`src/rtl/spdif_pkg.sv`:
```
`default_nettype none
// ============================================================================
// Module   : spdif_pkg
// Brief    : Shared constants and types for the biphase-mark subframe encoder.
// Revision : 1.0 - initial release
// ============================================================================
package spdif_pkg;

    localparam int SUBFRAME_SLOTS      = 32;
    localparam int HALF_CELLS          = 64;
    localparam int FRAMES_PER_BLOCK    = 192;
    localparam int PREAMBLE_HALF_CELLS = 8;

    localparam int SLOT_DATA = 4;
    localparam int SLOT_V    = 28;
    localparam int SLOT_U    = 29;
    localparam int SLOT_C    = 30;
    localparam int SLOT_P    = 31;

    // First half-cell is the MSB
    localparam logic [7:0] PREAMBLE_B = 8'b1110_1000;
    localparam logic [7:0] PREAMBLE_M = 8'b1110_0010;
    localparam logic [7:0] PREAMBLE_W = 8'b1110_0100;

    typedef enum logic [1:0] {
        IDLE_RESET = 2'd0,
        PREAMBLE   = 2'd1,
        DATA       = 2'd2
    } bmc_state_t;

    typedef struct packed {
        logic [23:0] sample;
        logic        valid_bit;
        logic        user_bit;
    } sample_t;

endpackage
`default_nettype wire

```
`src/rtl/biphasemark_encode_if.sv`:
```
`default_nettype none
// ============================================================================
// Module   : biphasemark_encode_if
// Brief    : Sample handshake, channel-status and line-side signals of the encoder.
// Revision : 1.0 - initial release
// ============================================================================
interface biphasemark_encode_if;

    logic [23:0]  din;
    logic         din_channel;
    logic         din_valid_bit;
    logic         din_user_bit;
    logic         vin;
    logic         ready;
    logic [191:0] cs_block;
    logic         dout;
    logic [7:0]   frame_counter;
    logic         channel;
    logic         underrun;

    modport master (
        output din, din_channel, din_valid_bit, din_user_bit, vin, cs_block,
        input  ready, dout, frame_counter, channel, underrun
    );

    modport slave (
        input  din, din_channel, din_valid_bit, din_user_bit, vin, cs_block,
        output ready, dout, frame_counter, channel, underrun
    );

endinterface
`default_nettype wire

```
`src/rtl/bmc_subframe_builder.sv`:
```
`default_nettype none
// ============================================================================
// Module   : bmc_subframe_builder
// Brief    : Assembles the 32-slot subframe word (audio, V/U/C, even parity).
// Revision : 1.0 - initial release
// ============================================================================
module bmc_subframe_builder
    import spdif_pkg::*;
(
    input  sample_t                   i_buf,
    input  logic                      i_use_buf,
    input  logic                      i_cs_bit,
    output logic [SUBFRAME_SLOTS-1:0] o_word
);

    logic [SUBFRAME_SLOTS-1:0] w_word;

    always_comb begin
        w_word = '0;
        if (i_use_buf) begin
            w_word[SLOT_V-1:SLOT_DATA] = i_buf.sample;
            w_word[SLOT_V]             = i_buf.valid_bit;
            w_word[SLOT_U]             = i_buf.user_bit;
        end else begin
            // Substituted silence is flagged as not valid audio
            w_word[SLOT_V] = 1'b1;
        end
        w_word[SLOT_C] = i_cs_bit;
        w_word[SLOT_P] = ^w_word[SLOT_C:SLOT_DATA];
    end

    assign o_word = w_word;

endmodule
`default_nettype wire

```
`src/rtl/biphasemark_encode.sv`:
```
`default_nettype none
// ============================================================================
// Module   : biphasemark_encode
// Brief    : AES3/S/PDIF biphase-mark line encoder with one-sample holding buffer.
// Revision : 1.0 - initial release
// ============================================================================
module biphasemark_encode
    import spdif_pkg::*;
#(
    parameter int HALF_CELL_DIV = 1
) (
    input  logic                 clk,
    input  logic                 rst_n,
    biphasemark_encode_if.slave  bus
);

    localparam int c_DIV_W = (HALF_CELL_DIV > 1) ? $clog2(HALF_CELL_DIV) : 1;

    logic [c_DIV_W-1:0]        r_div;
    logic [5:0]                r_hc;
    bmc_state_t                r_state;
    bmc_state_t                w_state_next;
    logic                      r_dout;
    logic                      r_channel;
    logic [7:0]                r_frame;
    logic                      r_underrun;
    logic [7:0]                r_pre;
    logic [SUBFRAME_SLOTS-1:0] r_word;
    logic [191:0]              r_cs;
    logic                      r_buf_full;
    logic                      r_buf_chan;
    sample_t                   r_buf;

    logic                      w_strobe;
    logic                      w_hc0;
    logic                      w_match;
    logic                      w_accept;
    logic                      w_cs_bit;
    logic                      w_slot_bit;
    logic                      w_level;
    logic [7:0]                w_pre_base;
    logic [SUBFRAME_SLOTS-1:0] w_word;

    assign w_strobe   = (r_div == c_DIV_W'(HALF_CELL_DIV - 1));
    assign w_hc0      = w_strobe && (r_hc == '0);
    assign w_match    = r_buf_full && (r_buf_chan == r_channel);
    assign w_accept   = bus.vin && !r_buf_full;
    assign w_slot_bit = r_word[r_hc[5:1]];

    // Frame 0 channel A latches cs_block on this very strobe, so read it live
    assign w_cs_bit = (r_frame == '0 && !r_channel) ? bus.cs_block[0] : r_cs[r_frame];

    always_comb begin
        if (r_channel)
            w_pre_base = PREAMBLE_W;
        else if (r_frame == '0)
            w_pre_base = PREAMBLE_B;
        else
            w_pre_base = PREAMBLE_M;
    end

    bmc_subframe_builder u_builder (
        .i_buf     (r_buf),
        .i_use_buf (w_match),
        .i_cs_bit  (w_cs_bit),
        .o_word    (w_word)
    );

    always_ff @(posedge clk or negedge rst_n) begin
        if (!rst_n)
            r_div <= '0;
        else if (w_strobe)
            r_div <= '0;
        else
            r_div <= r_div + c_DIV_W'(1);
    end

    always_ff @(posedge clk or negedge rst_n) begin
        if (!rst_n)
            r_state <= IDLE_RESET;
        else
            r_state <= w_state_next;
    end

    always_comb begin
        w_state_next = r_state;
        w_level      = r_dout;
        if (w_strobe) begin
            if (r_hc < 6'(PREAMBLE_HALF_CELLS)) begin
                w_state_next = PREAMBLE;
                w_level      = (r_hc == '0) ? (w_pre_base[7] ^ r_dout)
                                            : r_pre[3'd7 - r_hc[2:0]];
            end else begin
                w_state_next = DATA;
                w_level      = r_hc[0] ? (r_dout ^ w_slot_bit) : ~r_dout;
            end
        end
    end

    always_ff @(posedge clk or negedge rst_n) begin
        if (!rst_n) begin
            r_dout     <= 1'b0;
            r_hc       <= '0;
            r_channel  <= 1'b0;
            r_frame    <= '0;
            r_underrun <= 1'b0;
            r_pre      <= '0;
            r_word     <= '0;
            r_cs       <= '0;
        end else begin
            r_underrun <= 1'b0;
            if (w_strobe) begin
                r_dout <= w_level;
                r_hc   <= r_hc + 6'd1;
                if (r_hc == 6'(HALF_CELLS - 1)) begin
                    r_channel <= ~r_channel;
                    if (r_channel)
                        r_frame <= (r_frame == 8'(FRAMES_PER_BLOCK - 1)) ? '0 : r_frame + 8'd1;
                end
            end
            if (w_hc0) begin
                r_word     <= w_word;
                r_pre      <= w_pre_base ^ {8{r_dout}};
                r_underrun <= !w_match;
                if (!r_channel && r_frame == '0)
                    r_cs <= bus.cs_block;
            end
        end
    end

    // A mismatched sample stays put until its own channel comes round
    always_ff @(posedge clk or negedge rst_n) begin
        if (!rst_n) begin
            r_buf_full <= 1'b0;
            r_buf_chan <= 1'b0;
            r_buf      <= '0;
        end else if (w_accept) begin
            r_buf_full <= 1'b1;
            r_buf_chan <= bus.din_channel;
            r_buf      <= {bus.din, bus.din_valid_bit, bus.din_user_bit};
        end else if (w_hc0 && w_match) begin
            r_buf_full <= 1'b0;
        end
    end

    assign bus.ready         = !r_buf_full;
    assign bus.dout          = r_dout;
    assign bus.frame_counter = r_frame;
    assign bus.channel       = r_channel;
    assign bus.underrun      = r_underrun;

endmodule
`default_nettype wire

```
`src/flat_wrapper.sv`:
```
// flat-port wrapper written by rule: the top's interface ports become plain ports
module biphasemark_encode_flat import spdif_pkg::*;
#(
    parameter int HALF_CELL_DIV = 1
)
  (clk, rst_n, bus_din, bus_din_channel, bus_din_valid_bit, bus_din_user_bit, bus_vin, bus_cs_block, bus_ready, bus_dout, bus_frame_counter, bus_channel, bus_underrun);
  biphasemark_encode_if bus_i ();
  input  logic clk;
  input  logic rst_n;
  input wire logic [$bits(bus_i.din)-1:0] bus_din;
  input wire logic [$bits(bus_i.din_channel)-1:0] bus_din_channel;
  input wire logic [$bits(bus_i.din_valid_bit)-1:0] bus_din_valid_bit;
  input wire logic [$bits(bus_i.din_user_bit)-1:0] bus_din_user_bit;
  input wire logic [$bits(bus_i.vin)-1:0] bus_vin;
  input wire logic [$bits(bus_i.cs_block)-1:0] bus_cs_block;
  output wire logic [$bits(bus_i.ready)-1:0] bus_ready;
  output wire logic [$bits(bus_i.dout)-1:0] bus_dout;
  output wire logic [$bits(bus_i.frame_counter)-1:0] bus_frame_counter;
  output wire logic [$bits(bus_i.channel)-1:0] bus_channel;
  output wire logic [$bits(bus_i.underrun)-1:0] bus_underrun;
  assign bus_i.din = bus_din;
  assign bus_i.din_channel = bus_din_channel;
  assign bus_i.din_valid_bit = bus_din_valid_bit;
  assign bus_i.din_user_bit = bus_din_user_bit;
  assign bus_i.vin = bus_vin;
  assign bus_i.cs_block = bus_cs_block;
  assign bus_ready = bus_i.ready;
  assign bus_dout = bus_i.dout;
  assign bus_frame_counter = bus_i.frame_counter;
  assign bus_channel = bus_i.channel;
  assign bus_underrun = bus_i.underrun;
  biphasemark_encode #(.HALF_CELL_DIV(HALF_CELL_DIV)) u_core (.clk(clk), .rst_n(rst_n), .bus(bus_i));
endmodule
```
`config.mk`:
```
export PLATFORM = sky130hd
export DESIGN_NAME = biphasemark_encode_flat
export DESIGN_NICKNAME = d
export VERILOG_FILES = /design/src/rtl/spdif_pkg.sv /design/src/rtl/biphasemark_encode_if.sv /design/src/rtl/bmc_subframe_builder.sv /design/src/rtl/biphasemark_encode.sv /design/src/flat_wrapper.sv
export SDC_FILE = /design/constraint.sdc
export NUM_CORES = 1
export LEC_CHECK = 0
export CAP_MARGIN = 20
export CORE_ASPECT_RATIO = 1.25
export CORE_MARGIN = 2
export CORE_UTILIZATION = 49
export CTS_BUF_LIST = sky130_fd_sc_hd__clkbuf_8
export DETAILED_ROUTE_END_ITERATION = 7
export PLACE_DENSITY = 0.87
export SLEW_MARGIN = 10
export SYNTH_ARGS = -nofsm -noshare
export SYNTH_HDL_FRONTEND = slang
export SYNTH_HIERARCHICAL = 1
export SYNTH_SLANG_ARGS = --single-unit
```
`constraint.sdc`:
```
create_clock -name clk -period 2.4 [get_ports clk]
set_input_delay 0.24 -clock clk [delete_from_list [all_inputs] [get_ports clk]]
set_output_delay 0.24 -clock clk [all_outputs]
set_load 0.03 [all_outputs]
```
==> flow_metrics.env <==
export IMPL_status="complete, but fails checks"
export IMPL_violations="setup timing"
export IMPL_use_met2=0.411
export IMPL_p_per_area_mw_per_mm2=673
export IMPL_tns_ns=-23.51
export IMPL_synth_ff_type="dfrtp_1"
export IMPL_worst_slack_ns=-0.488
export IMPL_syn_inst=941
export IMPL_fin_crit_sh=1.20
export IMPL_cts_htree_levels=2
export IMPL_fin_skew_ns=0.0376
export IMPL_vias_per_cell=5.70
export IMPL_crit_buf_inv=2
export IMPL_max_freq_mhz=346
export IMPL_slew_violations=0
export IMPL_fin_crit_ns=2.89
export IMPL_firstDrtPassIters=5
export IMPL_wirelength_mm=36.7
export IMPL_grt_busiest_layer="met2"
export IMPL_grt_max_degree=72
export IMPL_design_area_sq_mm=0.0175
export IMPL_chipWidth_um=149
export IMPL_async_flop_share=1.00
export IMPL_placed_cell_area_sq_mm=0.0158
export IMPL_seqCellArea_sq_mm=0.00686
export IMPL_layout_common_cells="dfrtp_1 (270), clkdlybuf4s50_1 (232), mux2_1 (175)"
export IMPL_cts_path_max_buffers=3
export IMPL_r2r_setup_slack_ns=-0.49
export IMPL_setup_viol=194
export IMPL_clkLatencyLatePin_ns=0.57
export IMPL_p_leak_nw=7.37
export IMPL_fp_coreArea_sq_mm=0.0258
export IMPL_start_util=0.496
export IMPL_cp_top_family="compound AO/OA/AOI/OAI gates"
export IMPL_grt_use_met3=0.0404
export IMPL_drc_errors=0
export IMPL_area_delta_synth_final_pct=36.3
export IMPL_syn_area_sq_mm=0.0128
export IMPL_arrival_ns=3.35
export IMPL_reg2regPathDepth=11
export IMPL_num_fill_cells=1717
export IMPL_cp_start_kind="flop"
export IMPL_pin_count=234
export IMPL_ir_worst_vdd_mv=0.757
export IMPL_die_area_sq_mm=0.0275
export IMPL_drt_initial_drc_count=651
export IMPL_drive_above_1_share=0.206
export IMPL_cts_sinks=274
export IMPL_crit_type="reg -> reg"
export IMPL_port_buffers=233
export IMPL_reg2reg_to="u_core/r_word[31]$_DFFE_PN0P_"
export IMPL_clk_pin_slew_ns=0.06
export IMPL_grt_util_all_layers=0.241
export IMPL_place_congestion=0.854
export IMPL_end_kind="flop"
export IMPL_hp_class="in -> async"
export IMPL_crit_required_ns=2.86
export IMPL_ys_seq_area_frac=0.535
export IMPL_tightestPinTransition_ns=0.616
export IMPL_yosysUniqueCellTypes=55
export IMPL_whs_ns=0.216
export IMPL_multiInputGateArea_sq_mm=0.00580
export IMPL_layout_commonest_cell="dfrtp_1"
export IMPL_final_nets=1464
export IMPL_crit_slowest_cell="mux4_2"
export IMPL_drv_cap=0
export IMPL_finalHoldViolCount=0
export IMPL_synth_seq_cells=274
export IMPL_grt_pass1_vias=9476
export IMPL_grt_pass1_wl_mm=50.9
export IMPL_relSlewSlack=0.589
export IMPL_avgSynthCellArea_sq_um=13.6
export IMPL_slowest_delay_ns=0.52
export IMPL_row_count=66
export IMPL_overflow=0
export IMPL_fp_dieH_um=185
export IMPL_fin_util=0.676
export IMPL_drt_wirelength_per_cell_um=22.9
export IMPL_place_hpwl_mm=23.1
export IMPL_cts_made_buffers=43
export IMPL_vias=9149
export IMPL_clockRootBuffer="clkbuf_8"
export IMPL_synth_warnings=6
export IMPL_crit_fanout=5
export IMPL_r2r_start="u_core/bus.frame_counter[0]$_DFFE_PN0P_"
export IMPL_cts_tree="built"
export IMPL_ant_nets=0
export IMPL_synth_edf_count=0
export IMPL_antenna_found_initial=0
export IMPL_grt_setup_unrepaired="yes"
export IMPL_crit_chain="buf_6 -> buf_6 -> mux4_2 -> o21ai_0 -> o31ai_1 -> a211oi_2 -> nor3_2 -> o221a_2 -> xor2_1 -> nand2_1 -> nand2_1"
export IMPL_use_met1=0.299
## where the power goes
group          internal, W  leakage (nW)  switching, W  total, W
Clock              0.00179         0.455       0.00180   0.00359
Combinational      0.00165          3.66       0.00109   0.00274
Sequential         0.00506          3.26      0.000362   0.00542
## routing by layer
layer  part of all wire  vias to the layer above
met5                  0                        -
met4              0.056                        0
li1                   -                     3951
met2               0.52                      431
met3              0.060                      133
met1               0.37                     4634
## per-stage QoR
| step | setup slack, ns | instances | power (W) |
|---|---|---|---|
| after global placement | -0.189 | 1497 | 0.00814 |
| after detailed placement | -0.213 | 1497 | 0.00819 |
| after floorplan | -0.0680 | 944 | 0.00726 |
| after CTS | -0.179 | 1577 | 0.0118 |
| after global routing | -0.532 | 1603 | 0.0122 |
| final | -0.488 | 1604 | 0.0117 |
## registers in the layout, summed over array words and instances, names as in the netlist
name,cells
u_core/bus.dout,1
u_core/r_hc,6
u_core/r_pre,5
u_core/r_buf_full,1
u_core/r_buf,26
u_core/r_buf_chan,1
u_core/bus.frame_counter,8
u_core/r_word,32
u_core/bus.channel,1
u_core/r_cs,192
u_core/bus.underrun,1
## synth_stat cells, types with 2 or more instances
cell      count  share of area
xnor2_1      28          0.019
a22oi_1       2         0.0012
o211ai_1      4         0.0023
xnor3_1       2         0.0035
o31ai_1       3         0.0018
nand4_1       5         0.0024
nand3b_1      2         0.0012
a22o_1        2         0.0014
nor2_1       17         0.0050
inv_1         7         0.0021
mux4_2       51          0.090
nor2b_1       7         0.0034
mux2_1      180           0.16
mux4_1        4         0.0082
and3_1        2        0.00098
nor4_1        2        0.00098
buf_2        12         0.0047
nand2_1     125          0.037
buf_4         7         0.0041
o21ai_0      15         0.0059
and2_1       27          0.013
clkbuf_1     27         0.0079
xor2_1        5         0.0034
buf_1        18         0.0053
nand2b_1      4         0.0020
o22ai_1       4         0.0020
mux2i_1      13          0.010
ha_1          4         0.0039
nand3_1      12         0.0047
a31oi_1       2        0.00098
nor3_1        2        0.00078
mux2_2       46          0.040
a211oi_1      2         0.0012
a21oi_1       4         0.0016
dfrtp_1     274           0.53
## layout make-up
| cell class | instances | area share |
|---|---|---|
| Tap cell | 340 | 0.0244 |
| Inverter | 8 | 0.00179 |
| Clock buffer | 47 | 0.0370 |
| Sequential cell | 274 | 0.393 |
| Antenna cell | 1 | 0.000143 |
| Clock inverter | 23 | 0.00609 |
| Timing Repair Buffer | 311 | 0.206 |
| Multi-Input combinational cell | 600 | 0.332 |
## how the worst max path moves through the flow
stage | slack (ns) | end | cells after the start | start
floorplan | -0.07 | u_core/r_word[31]$_DFFE_PN0P_ | 9 | u_core/bus.frame_counter[0]$_DFFE_PN0P_
global placement | -0.19 | u_core/r_word[31]$_DFFE_PN0P_ | 10 | u_core/bus.frame_counter[0]$_DFFE_PN0P_
detailed placement | -0.21 | u_core/r_word[31]$_DFFE_PN0P_ | 10 | u_core/bus.frame_counter[0]$_DFFE_PN0P_
CTS | -0.18 | u_core/r_word[31]$_DFFE_PN0P_ | 11 | u_core/bus.frame_counter[0]$_DFFE_PN0P_
global route | -0.53 | u_core/r_word[31]$_DFFE_PN0P_ | 11 | u_core/bus.frame_counter[0]$_DFFE_PN0P_
finish | -0.49 | u_core/r_word[31]$_DFFE_PN0P_ | 11 | u_core/bus.frame_counter[0]$_DFFE_PN0P_
## what timing repair did
| action | in CTS | in global routing |
|---|---|---|
| hold buffers | 1 | 0 |
| pin swaps | 10 | 1 |
| gates resized for setup | 22 | 18 |
| endpoints found under the hold margin | 66 | 0 |
| endpoints found under the setup margin | 37 | 195 |
| cloned | 6 | 20 |
| setup buffers | 3 | 6 |
## cell families (layout without fill, tap and decap cells)
family,after synthesis,after routing,share of synthesized area
adders and majority gates,4,4,0.00390
xor gates and xnor gates,36,36,0.0273
muxes,294,294,0.306
buffers and inverters,73,389,0.0252
other,1,5,0.000293
and+or+nand+nor,212,215,0.0755
AOI/OAI and AO/OA,47,47,0.0264
DFF,274,274,0.535
No activity file was read; power rests on OpenSTA's default activity.
